===== config.mk =====
export PLATFORM = sky130hd
export DESIGN_NAME = mt9v034_lvds_sync_decode
export DESIGN_NICKNAME = d
export VERILOG_FILES = /design/src/rtl/mt9v034_lvds_sync_decode.sv
export SDC_FILE = /design/constraint.sdc
export NUM_CORES = 1
export LEC_CHECK = 0
export ABC_AREA = 0
export CAP_MARGIN = 20
export CORE_UTILIZATION = 45
export CTS_BUF_LIST = sky130_fd_sc_hd__clkbuf_8
export DETAILED_ROUTE_END_ITERATION = 16
export HOLD_SLACK_MARGIN = 0.02
export PLACE_DENSITY_LB_ADDON = 0.25
export SETUP_SLACK_MARGIN = 0.4
export SLEW_MARGIN = 0
export SYNTH_ARGS = -nofsm -noshare
export SYNTH_HDL_FRONTEND = slang
export SYNTH_SLANG_ARGS = --single-unit

===== constraint.sdc =====
create_clock -name dlo_clk -period 5.61 [get_ports dlo_clk]
set_input_delay 1.4025 -clock dlo_clk [delete_from_list [all_inputs] [get_ports dlo_clk]]
set_output_delay 1.4025 -clock dlo_clk [all_outputs]
set_load 0.01 [all_outputs]

===== src/rtl/mt9v034_lvds_sync_decode.sv =====
// MT9V034 LVDS embedded-sync decoder: turns the aligned 18-bit packet stream into
// pixel-valid data with frame/line pulses, geometry/framing checks and a good-frame count.
module mt9v034_lvds_sync_decode #(
  parameter int         TCQ      = 100,
  parameter logic [9:0] SOF_CODE = 10'h3FF,
  parameter logic [9:0] SOL_CODE = 10'h3FE,
  parameter logic [9:0] EOL_CODE = 10'h3FD,
  parameter logic [9:0] EOF_CODE = 10'h3FC,
  parameter int         H_ACTIVE = 752,
  parameter int         V_ACTIVE = 480
) (
  input  logic        dlo_clk,
  input  logic        rst,
  input  logic        dlo_valid_i,
  input  logic [17:0] dlo_i,
  output logic        pix_valid,
  output logic [9:0]  pix_data,
  output logic        sof,
  output logic        eol,
  output logic        eof,
  output logic [9:0]  line_cnt,
  output logic        geom_err,
  output logic        pkt_err,
  output logic        link_err,
  output logic [15:0] frame_cnt
);

  localparam logic [2:0] S_WAIT  = 3'b001;
  localparam logic [2:0] S_FRAME = 3'b010;
  localparam logic [2:0] S_LINE  = 3'b100;

  localparam logic [9:0] H_MAX  = 10'(H_ACTIVE);
  localparam logic [9:0] V_CNT  = 10'(V_ACTIVE);
  localparam logic [9:0] V_LAST = 10'(V_ACTIVE - 1);

  // Clock-to-Q is modelled by the surrounding testbench, not in this RTL.
  localparam int unused_tcq = TCQ;

  // Stage 1 keeps only the marker bits and the code/pixel field.
  logic        v_q;
  logic [11:0] w_q;
  logic        unused_bits;
  assign unused_bits = ^dlo_i[16:11];

  logic [2:0] state_q, state_d;
  logic [9:0] pix_q, pix_d;
  logic [9:0] line_q, line_d;
  logic       bad_q, bad_d;

  logic [9:0] c;
  logic       mark_ok, hit_sof, hit_sol, hit_eol, hit_eof, is_data;
  logic       emit, sof_d, eol_d, eof_d, frame_ctl;
  logic       geom_set, pkt_set, link_set, good_frame;

  assign c       = w_q[10:1];
  assign mark_ok = w_q[0] & ~w_q[11];
  assign hit_sof = mark_ok & (c == SOF_CODE);
  assign hit_sol = mark_ok & (c == SOL_CODE);
  assign hit_eol = mark_ok & (c == EOL_CODE);
  assign hit_eof = mark_ok & (c == EOF_CODE);
  assign is_data = mark_ok & ~(hit_sof | hit_sol | hit_eol | hit_eof);

  always_comb begin
    state_d    = state_q;
    pix_d      = pix_q;
    line_d     = line_q;
    bad_d      = bad_q;
    emit       = 1'b0;
    sof_d      = 1'b0;
    eol_d      = 1'b0;
    eof_d      = 1'b0;
    frame_ctl  = 1'b0;
    geom_set   = 1'b0;
    pkt_set    = 1'b0;
    link_set   = 1'b0;
    good_frame = 1'b0;

    if (v_q) begin
      pkt_set = ~mark_ok;
      case (state_q)
        S_WAIT: begin
          if (hit_sof) begin
            state_d = S_FRAME;
            line_d  = '0;
            bad_d   = 1'b0;
          end
        end
        S_FRAME: begin
          if (hit_sol) begin
            state_d = S_LINE;
            pix_d   = '0;
          end else if (hit_sof | hit_eof) begin
            frame_ctl = 1'b1;
          end
        end
        S_LINE: begin
          if (is_data) begin
            emit  = 1'b1;
            sof_d = (pix_q == '0) && (line_q == '0);
            if (pix_q == H_MAX) begin
              geom_set = 1'b1;
            end else begin
              pix_d = pix_q + 10'd1;
              // Pulses are driven by count so they land on the pixel, not the later code.
              if (pix_q + 10'd1 == H_MAX) begin
                eol_d = 1'b1;
                eof_d = (line_q == V_LAST);
              end
            end
          end else if (hit_eol) begin
            state_d = S_FRAME;
            if (line_q != 10'h3FF) line_d = line_q + 10'd1;
            if (pix_q != H_MAX) geom_set = 1'b1;
          end else if (hit_sof | hit_eof) begin
            geom_set  = 1'b1;
            frame_ctl = 1'b1;
          end
        end
        default: state_d = S_WAIT;
      endcase

      if (frame_ctl) begin
        if (hit_sof) begin
          geom_set = 1'b1;
          state_d  = S_FRAME;
          line_d   = '0;
        end else begin
          state_d = S_WAIT;
          if (line_q != V_CNT) geom_set = 1'b1;
          else if (!bad_q && !geom_set) good_frame = 1'b1;
        end
      end
    end else if (state_q != S_WAIT) begin
      link_set = 1'b1;
      state_d  = S_WAIT;
    end

    // A restarted frame starts clean; otherwise any error spoils the current frame.
    if (frame_ctl && hit_sof) bad_d = 1'b0;
    else if (geom_set || pkt_set) bad_d = 1'b1;
  end

  always_ff @(posedge dlo_clk) begin
    if (rst) begin
      v_q       <= 1'b0;
      w_q       <= '0;
      state_q   <= S_WAIT;
      pix_q     <= '0;
      line_q    <= '0;
      bad_q     <= 1'b0;
      pix_valid <= 1'b0;
      pix_data  <= '0;
      sof       <= 1'b0;
      eol       <= 1'b0;
      eof       <= 1'b0;
      line_cnt  <= '0;
      geom_err  <= 1'b0;
      pkt_err   <= 1'b0;
      link_err  <= 1'b0;
      frame_cnt <= '0;
    end else begin
      v_q       <= dlo_valid_i;
      w_q       <= {dlo_i[17], dlo_i[10:0]};
      state_q   <= state_d;
      pix_q     <= pix_d;
      line_q    <= line_d;
      bad_q     <= bad_d;
      pix_valid <= emit;
      if (emit) pix_data <= c;
      sof       <= sof_d;
      eol       <= eol_d;
      eof       <= eof_d;
      line_cnt  <= line_q;
      geom_err  <= geom_err | geom_set;
      pkt_err   <= pkt_err | pkt_set;
      link_err  <= link_err | link_set;
      if (good_frame) frame_cnt <= frame_cnt + 16'd1;
    end
  end

endmodule

==> flow_summary.toml, run 1 <==
[layout]
fin_nets = 527
diodes = 0
fin_area_sq_mm = 0.00484
final_util_pct = 57.8
layout-drive-gt1-share_pct = 8.70
final_common_cell = "dfxtp_1"
mostFrequentLayoutCells = "80 x dfxtp_1, 56 x clkdlybuf4s50_1, 38 x nor2_1, 33 x nor2b_1, 28 x nand2_1"
syn_to_final_growth_pct = 21.8
final_cells = 611
n_fill_cell = 753

[drt]
routed_wl_microns = 9380
dr.pass1.iters = 4
vias = 3574
antenna_left = 0
avgRoutedWirePerCell_microns = 15.3
viasPerCell = 5.85
first_iter_violations = 192
drc = 0

[yosys]
synth_seq_cells = 80
synth_edf_count = 0
synth_cells = 454
synth-async-reset-ratio_pct = 0
yosys_warnings = 0
netlist_area_sq_mm = 0.00398
yosysSeqAreaShare_pct = 40.3
syn_area_per_cell_sq_um = 8.76
ys_types = 66
syn_nets = 480
ys.flop_type = "dfxtp_1"

[sta]
slew_violations = 0
skew_ns = 0.00854
timing.fmax_mhz = 352
grt_setup_unrepaired = "false"
slew_headroom_pct = 41.2
setup_slack_ns = 2.77
setup_tns_ns = 0
setup_viol = 0
period_needed_ns = 2.84
holdWs_ns = 0.483
post-route-period-util_pct = 50.6
worst_pin_slew_ns = 0.878
finalHoldViolCount = 0

[die]
die_h_microns = 96.0
fp-row-count = 33
fp.coreArea_sq_mm = 0.00838
ios = 64
die_w_microns = 96.0
initial_core_util_pct = 47.4
dieArea_sq_mm = 0.00921

[clocking]
cts.repair.resized = 0
clkTransAtPathRegs_ns = 0.08
cts_inserted_buffers = 9
clkSinkCount = 80
clock_latency_ns = 0.35
clockBufferDepth = 2
cts_setup_buffers = 0
htree_levels = 3
root_buffer = "clkbuf_8"
cts_tree = "done"
hold_buffers = 0

[grt]
grt_pass1_wl_microns = 15600
gr-total-overflow = 0
grt_antenna_before_repair = 0
track_usage_pct = 22.1
grt_max_degree = 38
grt_pass1_vias = 3310

[placement]
post-place-ws_ns = 2.38
io_buffers = 57
globalplace.congestion = 0.882
hpwl_microns = 6740
placed_cell_area_sq_mm = 0.00460
place_inst = 595

[worst_setup_path]
cpMaxStageDelayCell = "buf_2"
path_class = "in2reg"
cp.required_ns = 5.86
cp.arrival_ns = 3.09
worstSetupEndpointType = "register"
crit_cells = 6
max_stage_delay_ns = 0.45
cp_top_family = "buffers and inverters"
worst-r2r-cell-count = 5
start_kind = "input port"
path_cells = "buf_2, inv_1, nand2_1, a21oi_1, a21o_1, a221o_1"
path_buf_inv = 2
crit_fanout = 31

[power_and_ir_drop]
power.density_mw_per_mm2 = 235
irDropWorstVdd_v = 0.000175
total_power_mw = 1.14
p_leak_nw = 1.77

[min_path]
hold_path.class = "reg2reg"
min_path_cells = 2

[flow_run]
maxCapViolCount = 0

[run_status]
outcome = "finished, final reports clean"
==> registers in the layout, indices dropped and copies added, names as in the netlist <==
| register | count |
|---|---|
| state_q | 3 |
| eof | 1 |
| link_err | 1 |
| frame_cnt | 16 |
| pix_valid | 1 |
| pix_q | 10 |
| pkt_err | 1 |
| v_q | 1 |
| pix_data | 10 |
| w_q | 12 |
| geom_err | 1 |
| sof | 1 |
| bad_q | 1 |
| eol | 1 |
| line_cnt | 10 |
| line_q | 10 |
==> where the power goes <==
group	leakage [nW]	switching [mW]	internal (mW)	total (mW)
sequential	0.648	0.00786	0.573	0.581
combinational	0.997	0.0220	0.0189	0.0409
clock	0.128	0.207	0.306	0.513
total	1.77	0.237	0.898	1.14
==> final timing paths <==
kind                             from                    endpoint  slack [ns]
setup / recovery                  rst      line_q[4]$_SDFFE_PP0P_        2.77
hold / removal    geom_err$_SDFF_PP0_         geom_err$_SDFF_PP0_        0.48
setup reg to reg    w_q[9]$_SDFF_PP0_  frame_cnt[13]$_SDFFE_PP0P_        2.95
hold reg to reg   geom_err$_SDFF_PP0_         geom_err$_SDFF_PP0_        0.48
==> cell families (layout without fill, tap and decap cells) <==
family          Yosys count  count (layout)  share of synthesized area, %
simple gates            213             213                          31.2
compound gates           96              96                          17.7
flops                    80              80                          40.3
buf+inv                  39              91                          4.00
mux                      16              16                          4.19
fa+ha+maj                 5               5                          1.57
xor+xnor                  5               5                          1.10
==> area by class of cell <==
cell class | count | area [sq um] | share of cell area, %
clock buffers | 10 | 138 | 2.84
flip-flops and latches | 80 | 1600 | 33.1
well taps | 105 | 131 | 2.71
inverters | 15 | 56.3 | 1.16
clock inverters | 6 | 108 | 2.22
multi-input cells | 335 | 2220 | 45.8
repair buffers | 60 | 588 | 12.1
==> per-layer routing <==
| layer | track usage [%] | vias to the layer above | wire [microns] |
|---|---|---|---|
| li1 | - | 1778 | - |
| met1 | 28.3 | 1688 | 4210 |
| met2 | 35.2 | 100 | 4500 |
| met3 | 5.21 | 8 | 568 |
| met4 | 9.83 | 0 | 96 |
| met5 | 0 | - | 0 |
==> synthesized netlist by cell type (3+ instances only) <==
cell type | instances | share of area, %
a211o_1 | 4 | 0.88
a211oi_1 | 3 | 0.57
a21o_1 | 4 | 0.76
a21oi_1 | 23 | 2.9
and3_1 | 9 | 1.4
and4_1 | 4 | 0.88
buf_1 | 4 | 0.38
buf_2 | 7 | 0.88
clkbuf_1 | 12 | 1.1
dfxtp_1 | 80 | 40
ha_1 | 5 | 1.6
inv_1 | 15 | 1.4
mux2_2 | 5 | 1.4
mux2i_1 | 11 | 2.8
nand2_1 | 28 | 2.6
nand2b_1 | 6 | 0.94
nand3_1 | 19 | 2.4
nand4_1 | 14 | 2.2
nand4b_1 | 4 | 0.88
nor2_1 | 38 | 3.6
nor2b_1 | 33 | 5.2
nor3_1 | 12 | 1.5
nor3b_1 | 3 | 0.57
nor4_1 | 10 | 1.6
o211a_1 | 3 | 0.76
o211ai_1 | 3 | 0.57
o21ai_0 | 10 | 1.3
o22a_1 | 7 | 1.5
o311ai_0 | 4 | 0.88
o31ai_1 | 9 | 1.7
o41ai_1 | 3 | 0.66
or2_2 | 4 | 0.63
or3_1 | 4 | 0.63
or3b_2 | 3 | 0.66
or4_1 | 7 | 1.3
xor2_1 | 4 | 0.88
==> tightest hold or removal path: cells and delay by family (launching register included) <==
kind                   cells  cell delay, ns
AO/OA/AOI/OAI              1            0.05
buffers and inverters      1            0.05
flip-flops                 1            0.33
Note: power is estimated with default switching activity, not from simulation.
==> run 2, diff against run 1 <==
clock period = 2.6 ns   (was 5.61 ns; I/O delays follow)
==> run 2 against run 1 <==
Effect of this change:
- sequential share of layout area fell by 1.7 points
- core utilization rose by 3.6 points
- non-clock buffer count rose by 29
- final cell count rose by 4.7%
- global-route usage rose by 0.36 points
- first-iteration DRC count rose by 40%
- die area did not move
- clock skew rose by 0.0017 ns
- sequential power rose by 120%
- flip-flop and latch count did not move
- critical endpoint is now frame_cnt[9]$_SDFFE_PP0P_
- highest routed layer unchanged
==> flow_summary.toml, run 2 (synthesized netlist as in run 1, its figures left out) <==
[layout]
multi_input_area_sq_mm = 0.00231
final_common_cell = "dfxtp_1"
top_register = "frame_cnt"
diodes = 0
layout-drive-gt1-share_pct = 17.4
mostFrequentLayoutCells = "76 x dfxtp_1, 56 x clkdlybuf4s50_1, 37 x nor2_1, 33 x nor2b_1, 31 x buf_4"
fin_nets = 556
syn_to_final_growth_pct = 29.3
ff_latch_area_sq_mm = 0.00161
final_cells = 640
n_fill_cell = 733
reg.largest.list = "frame_cnt x16, w_q x12"
largest_reg_flops = 16

[sta]
timing.fmax_mhz = 448
finalHoldViolCount = 0
setup_tns_ns = 0
setup_slack_ns = 0.368
slew_headroom_pct = 63.5
slew_violations = 0
skew_ns = 0.0102
setup_viol = 0
post-route-period-util_pct = 85.9
period_needed_ns = 2.23
grt_setup_unrepaired = "true"
worst_pin_slew_ns = 0.544

[clocking]
clockBufferDepth = 2
hold_buffers = 0
cts_tree = "done"
htree_levels = 3
clkTransAtPathRegs_ns = 0.09
clock_latency_ns = 0.35
root_buffer = "clkbuf_8"
cts_inserted_buffers = 9
clkSinkCount = 80

[placement]
globalplace.congestion = 0.899
post-place-ws_ns = 0.226
io_buffers = 57
hpwl_microns = 6950
place_inst = 608

[worst_setup_path]
cp.required_ns = 2.85
path_buf_inv = 1
cp.arrival_ns = 2.48
path_class = "reg2reg"
cp_top_family = "simple AND/OR/NAND/NOR gates"
cpMaxStageDelayCell = "or4b_4"
max_stage_delay_ns = 0.53
start_kind = "register"
worstSetupEndpointType = "register"
crit_fanout = 5
path_cells = "inv_2, ha_1, or4b_4, nor3_4, nand4b_4, nor4b_4, mux2_2"

[flow_run]
maxCapViolCount = 0

[drt]
viasPerCell = 5.80
vias = 3713
antenna_left = 0
drc = 0
dr.pass1.iters = 5
avgRoutedWirePerCell_microns = 15.5
routed_wl_microns = 9920
first_iter_violations = 268

[grt]
grt_antenna_before_repair = 0
gr-total-overflow = 0
grt_pass1_vias = 3415
track_usage_pct = 22.4
grt_pass1_wl_microns = 16200
grt_max_degree = 29

[min_path]
hold_path.class = "reg2reg"

[power_and_ir_drop]
p_leak_nw = 1.96
power.density_mw_per_mm2 = 458
total_power_mw = 2.35
irDropWorstVdd_v = 0.000412

[run_status]
outcome = "finished, final reports clean"

[die]
dieArea_sq_mm = 0.00921
ios = 64
die_w_microns = 96.0
initial_core_util_pct = 47.4
die_h_microns = 96.0
fp.coreArea_sq_mm = 0.00838
fp-row-count = 33
## run 2: changes by cell type in the layout (fill, tap and decap cells not counted), moves of 3 or more
cell     before  now
buf_4         3   31
or4_1         7    4
dfxtp_1      80   76
inv_1        16   13
or4_4         0    3
## run 2: cell type report
class                      instances  share of cell area (%)
clock buffer                       9                    2.41
timing repair buffer              89                    15.7
clock inverter                     7                    1.85
sequential                        80                    31.4
tap                              105                    2.56
inverter                          15                    1.10
multi-input combinational        335                    45.0
## run 2: worst register-to-register path: stages (launching register included)
cell and delay (ns):
dfxtp_4 0.36, inv_2 0.06, ha_1 0.13, or4b_4 0.53
nor3_4 0.22, nand4b_4 0.20, nor4b_4 0.27, mux2_2 0.36
## run 2: path summary, 6_finish.rpt
check             slack, ns  cells past startpoint                    from                         to
hold reg to reg        0.46                      2     geom_err$_SDFF_PP0_        geom_err$_SDFF_PP0_
hold / removal         0.46                      2     geom_err$_SDFF_PP0_        geom_err$_SDFF_PP0_
setup reg to reg       0.37                      7  line_q[0]$_SDFFE_PP0P_  frame_cnt[9]$_SDFFE_PP0P_
setup / recovery       0.37                      7  line_q[0]$_SDFFE_PP0P_  frame_cnt[9]$_SDFFE_PP0P_
## run 2: what timing repair did
action / 4_1_cts / 5_1_grt
resized for setup: 7 / 23
cloned: 0 / 0
pin swaps: 1 / 5
buffers inserted: 5 / 11
setup endpoints to repair: 16 / 28
## run 2: power breakdown
group          leakage (nW)  switching (mW)  internal [mW]  total [mW]
Clock                 0.110           0.462          0.542        1.00
Sequential            0.651          0.0113           1.23        1.25
Combinational          1.20          0.0562         0.0483       0.105
## run 2: through the flow
stage / utilization [%] / hold WS [ns] / instance area, sq um
floorplan: - / 0.470 / 3980
global placement: 55.9 / 0.435 / 4690
detailed placement: 55.9 / 0.444 / 4690
CTS: 59.4 / 0.462 / 4980
global route: 61.3 / 0.493 / 5140
finish: 61.3 / 0.459 / 5140
## run 2: routing by layer
| layer | part of all wire [%] | GRT usage, % |
|---|---|---|
| met1 | 46 | 29.6 |
| met2 | 47 | 37.1 |
| met3 | 5.5 | 3.16 |
| met4 | 2.0 | 8.33 |
| met5 | 0 | 0 |
==> run 3, diff against run 2 <==
RECOVER_POWER = 25   (was not set)
==> run 3 against run 2 <==
Effect of this change:
- global-route usage stayed put
- critical path type unchanged
- non-clock buffer count stayed put
- critical path depth is 1 lower
- highest routed layer unchanged
- flip-flop and latch count stayed put
- fmax is 1.7% lower
- sequential share of layout area is 0.098 points higher
- combinational power hardly changed
- largest power group unchanged
- first-iteration DRC count is 13% lower
==> flow_summary.toml, run 3 (synthesized netlist as in run 1, its figures left out) <==
[clocking]
htree_levels = 3
clkSinkCount = 80
clockBufferDepth = 2
clock_latency_ns = 0.35
clkTransAtPathRegs_ns = 0.08
root_buffer = "clkbuf_8"
cts_inserted_buffers = 9
hold_buffers = 0
cts_tree = "done"

[drt]
drc = 0
avgRoutedWirePerCell_microns = 15.5
routed_wl_microns = 9900
first_iter_violations = 232
viasPerCell = 5.81
antenna_left = 0
dr.pass1.iters = 5
vias = 3717

[flow_run]
maxCapViolCount = 0

[placement]
io_buffers = 57
place_inst = 608
hpwl_microns = 6950
globalplace.congestion = 0.899

[worst_setup_path]
worstSetupEndpointType = "register"
worst-r2r-cell-count = 6
path_class = "reg2reg"
start_kind = "register"
cp.required_ns = 2.83
reg2reg_to = "sof$_SDFF_PP0_"
cp.arrival_ns = 2.50
crit_fanout = 11
worst-r2r-setup-slack_ns = 0.33
r2r-start = "state_q[2]$_SDFFE_PP0P_"

[die]
ios = 64
die_w_microns = 96.0
fp.coreArea_sq_mm = 0.00838
fp-row-count = 33
die_h_microns = 96.0
dieArea_sq_mm = 0.00921
initial_core_util_pct = 47.4

[sta]
grt_setup_unrepaired = "true"
post-route-period-util_pct = 87.4
slew_violations = 0
setup_tns_ns = 0
period_needed_ns = 2.27
timing.fmax_mhz = 440
slew_headroom_pct = 23.6
setup_viol = 0
skew_ns = 0.00969
finalHoldViolCount = 0
worst_pin_slew_ns = 1.15

[layout]
syn_to_final_growth_pct = 28.8
mostFrequentLayoutCells = "77 x dfxtp_1, 56 x clkdlybuf4s50_1, 37 x nor2_1, 33 x nor2b_1, 29 x buf_4"
largest_reg_flops = 16
fin_nets = 556
reg.largest.list = "frame_cnt x16, w_q x12"
layout-drive-gt1-share_pct = 16.3
final_common_cell = "dfxtp_1"
diodes = 0
final_cells = 640
top_register = "frame_cnt"

[grt]
grt_max_degree = 29
grt_pass1_vias = 3415
grt_pass1_wl_microns = 16200
grt_antenna_before_repair = 0
gr-total-overflow = 0
track_usage_pct = 22.4

[min_path]
hold_path.class = "reg2reg"
min_path_cells = 2
min_from = "geom_err$_SDFF_PP0_"
hold_path_end = "geom_err$_SDFF_PP0_"

[power_and_ir_drop]
power.density_mw_per_mm2 = 460
p_sw_share_pct = 22.5
p_sw_uw = 530
p_int_mw = 1.82
p_leak_nw = 1.95
p_seq_share_pct = 52.9
irDropWorstVdd_v = 0.000412
clkPwrFrac_pct = 42.7
pwr-share-comb_pct = 4.4

[run_status]
outcome = "finished, final reports clean"
[run 3: repair_timing]
item	4_1_cts	5_1_grt
gates resized for setup	7	23
pin swaps	1	5
endpoints found under the setup margin	16	28
setup buffers	5	11
[run 3: final cells by class]
cell class	count	area, sq um
clock buffers	9	124
clock inverters	7	95.1
fillers	738	3260
inverters	15	56.3
multi-input cells	335	2300
flip-flops and latches	80	1610
well taps	105	131
repair buffers	89	801
[run 3: per-layer routing]
metal  track usage [%]  vias up  share of wire, %
met5                 0        -                 0
met4              8.33        0               2.2
met3              3.16       23               4.7
met2              37.1      115                47
met1              29.6     1747                46
li1                  -     1832                 -
[run 3: power groups by stage]
stage,sequential (mW),combinational (mW),clock [mW]
final,1.25,0.103,1.00
after global routing,1.25,0.112,1.07
after CTS,1.25,0.103,1.02
after detailed placement,1.28,0.103,0
after global placement,1.28,0.101,0
after floorplan,1.27,0.0587,0
[run 3: worst max path at each step]
stage                                        from                          to  slack (ns)  cells after the start
after detailed placement   line_q[0]$_SDFFE_PP0P_  frame_cnt[15]$_SDFFE_PP0P_        0.23                      7
after CTS                  line_q[0]$_SDFFE_PP0P_   frame_cnt[4]$_SDFFE_PP0P_        0.37                      8
after global routing      state_q[2]$_SDFFE_PP0P_              sof$_SDFF_PP0_        0.17                      6
after global placement     line_q[0]$_SDFFE_PP0P_  frame_cnt[15]$_SDFFE_PP0P_        0.25                      7
final                     state_q[2]$_SDFFE_PP0P_              sof$_SDFF_PP0_        0.33                      6
after floorplan            line_q[0]$_SDFFE_PP0P_  frame_cnt[15]$_SDFFE_PP0P_        0.43                      7
[run 3: worst max-delay path, stage by stage (launching register included)]
cell       delay, ns
dfxtp_1         0.55
nor3b_1         0.47
buf_4           0.26
o2111ai_1       0.17
nor2_1          0.30
inv_1           0.07
nor4_1          0.33
[run 3: stage by stage]
| step | setup WS (ns) | power [mW] | util [%] | hold slack (ns) | area, sq um |
|---|---|---|---|---|---|
| floorplan | 0.435 | 1.33 | - | 0.470 | 3980 |
| CTS | 0.369 | 2.37 | 59.4 | 0.462 | 4980 |
| finish | 0.328 | 2.35 | 61.1 | 0.459 | 5120 |
| global route | 0.172 | 2.43 | 61.1 | 0.493 | 5120 |
| detailed placement | 0.226 | 1.38 | 55.9 | 0.444 | 4690 |
| global placement | 0.255 | 1.38 | 55.9 | 0.435 | 4690 |
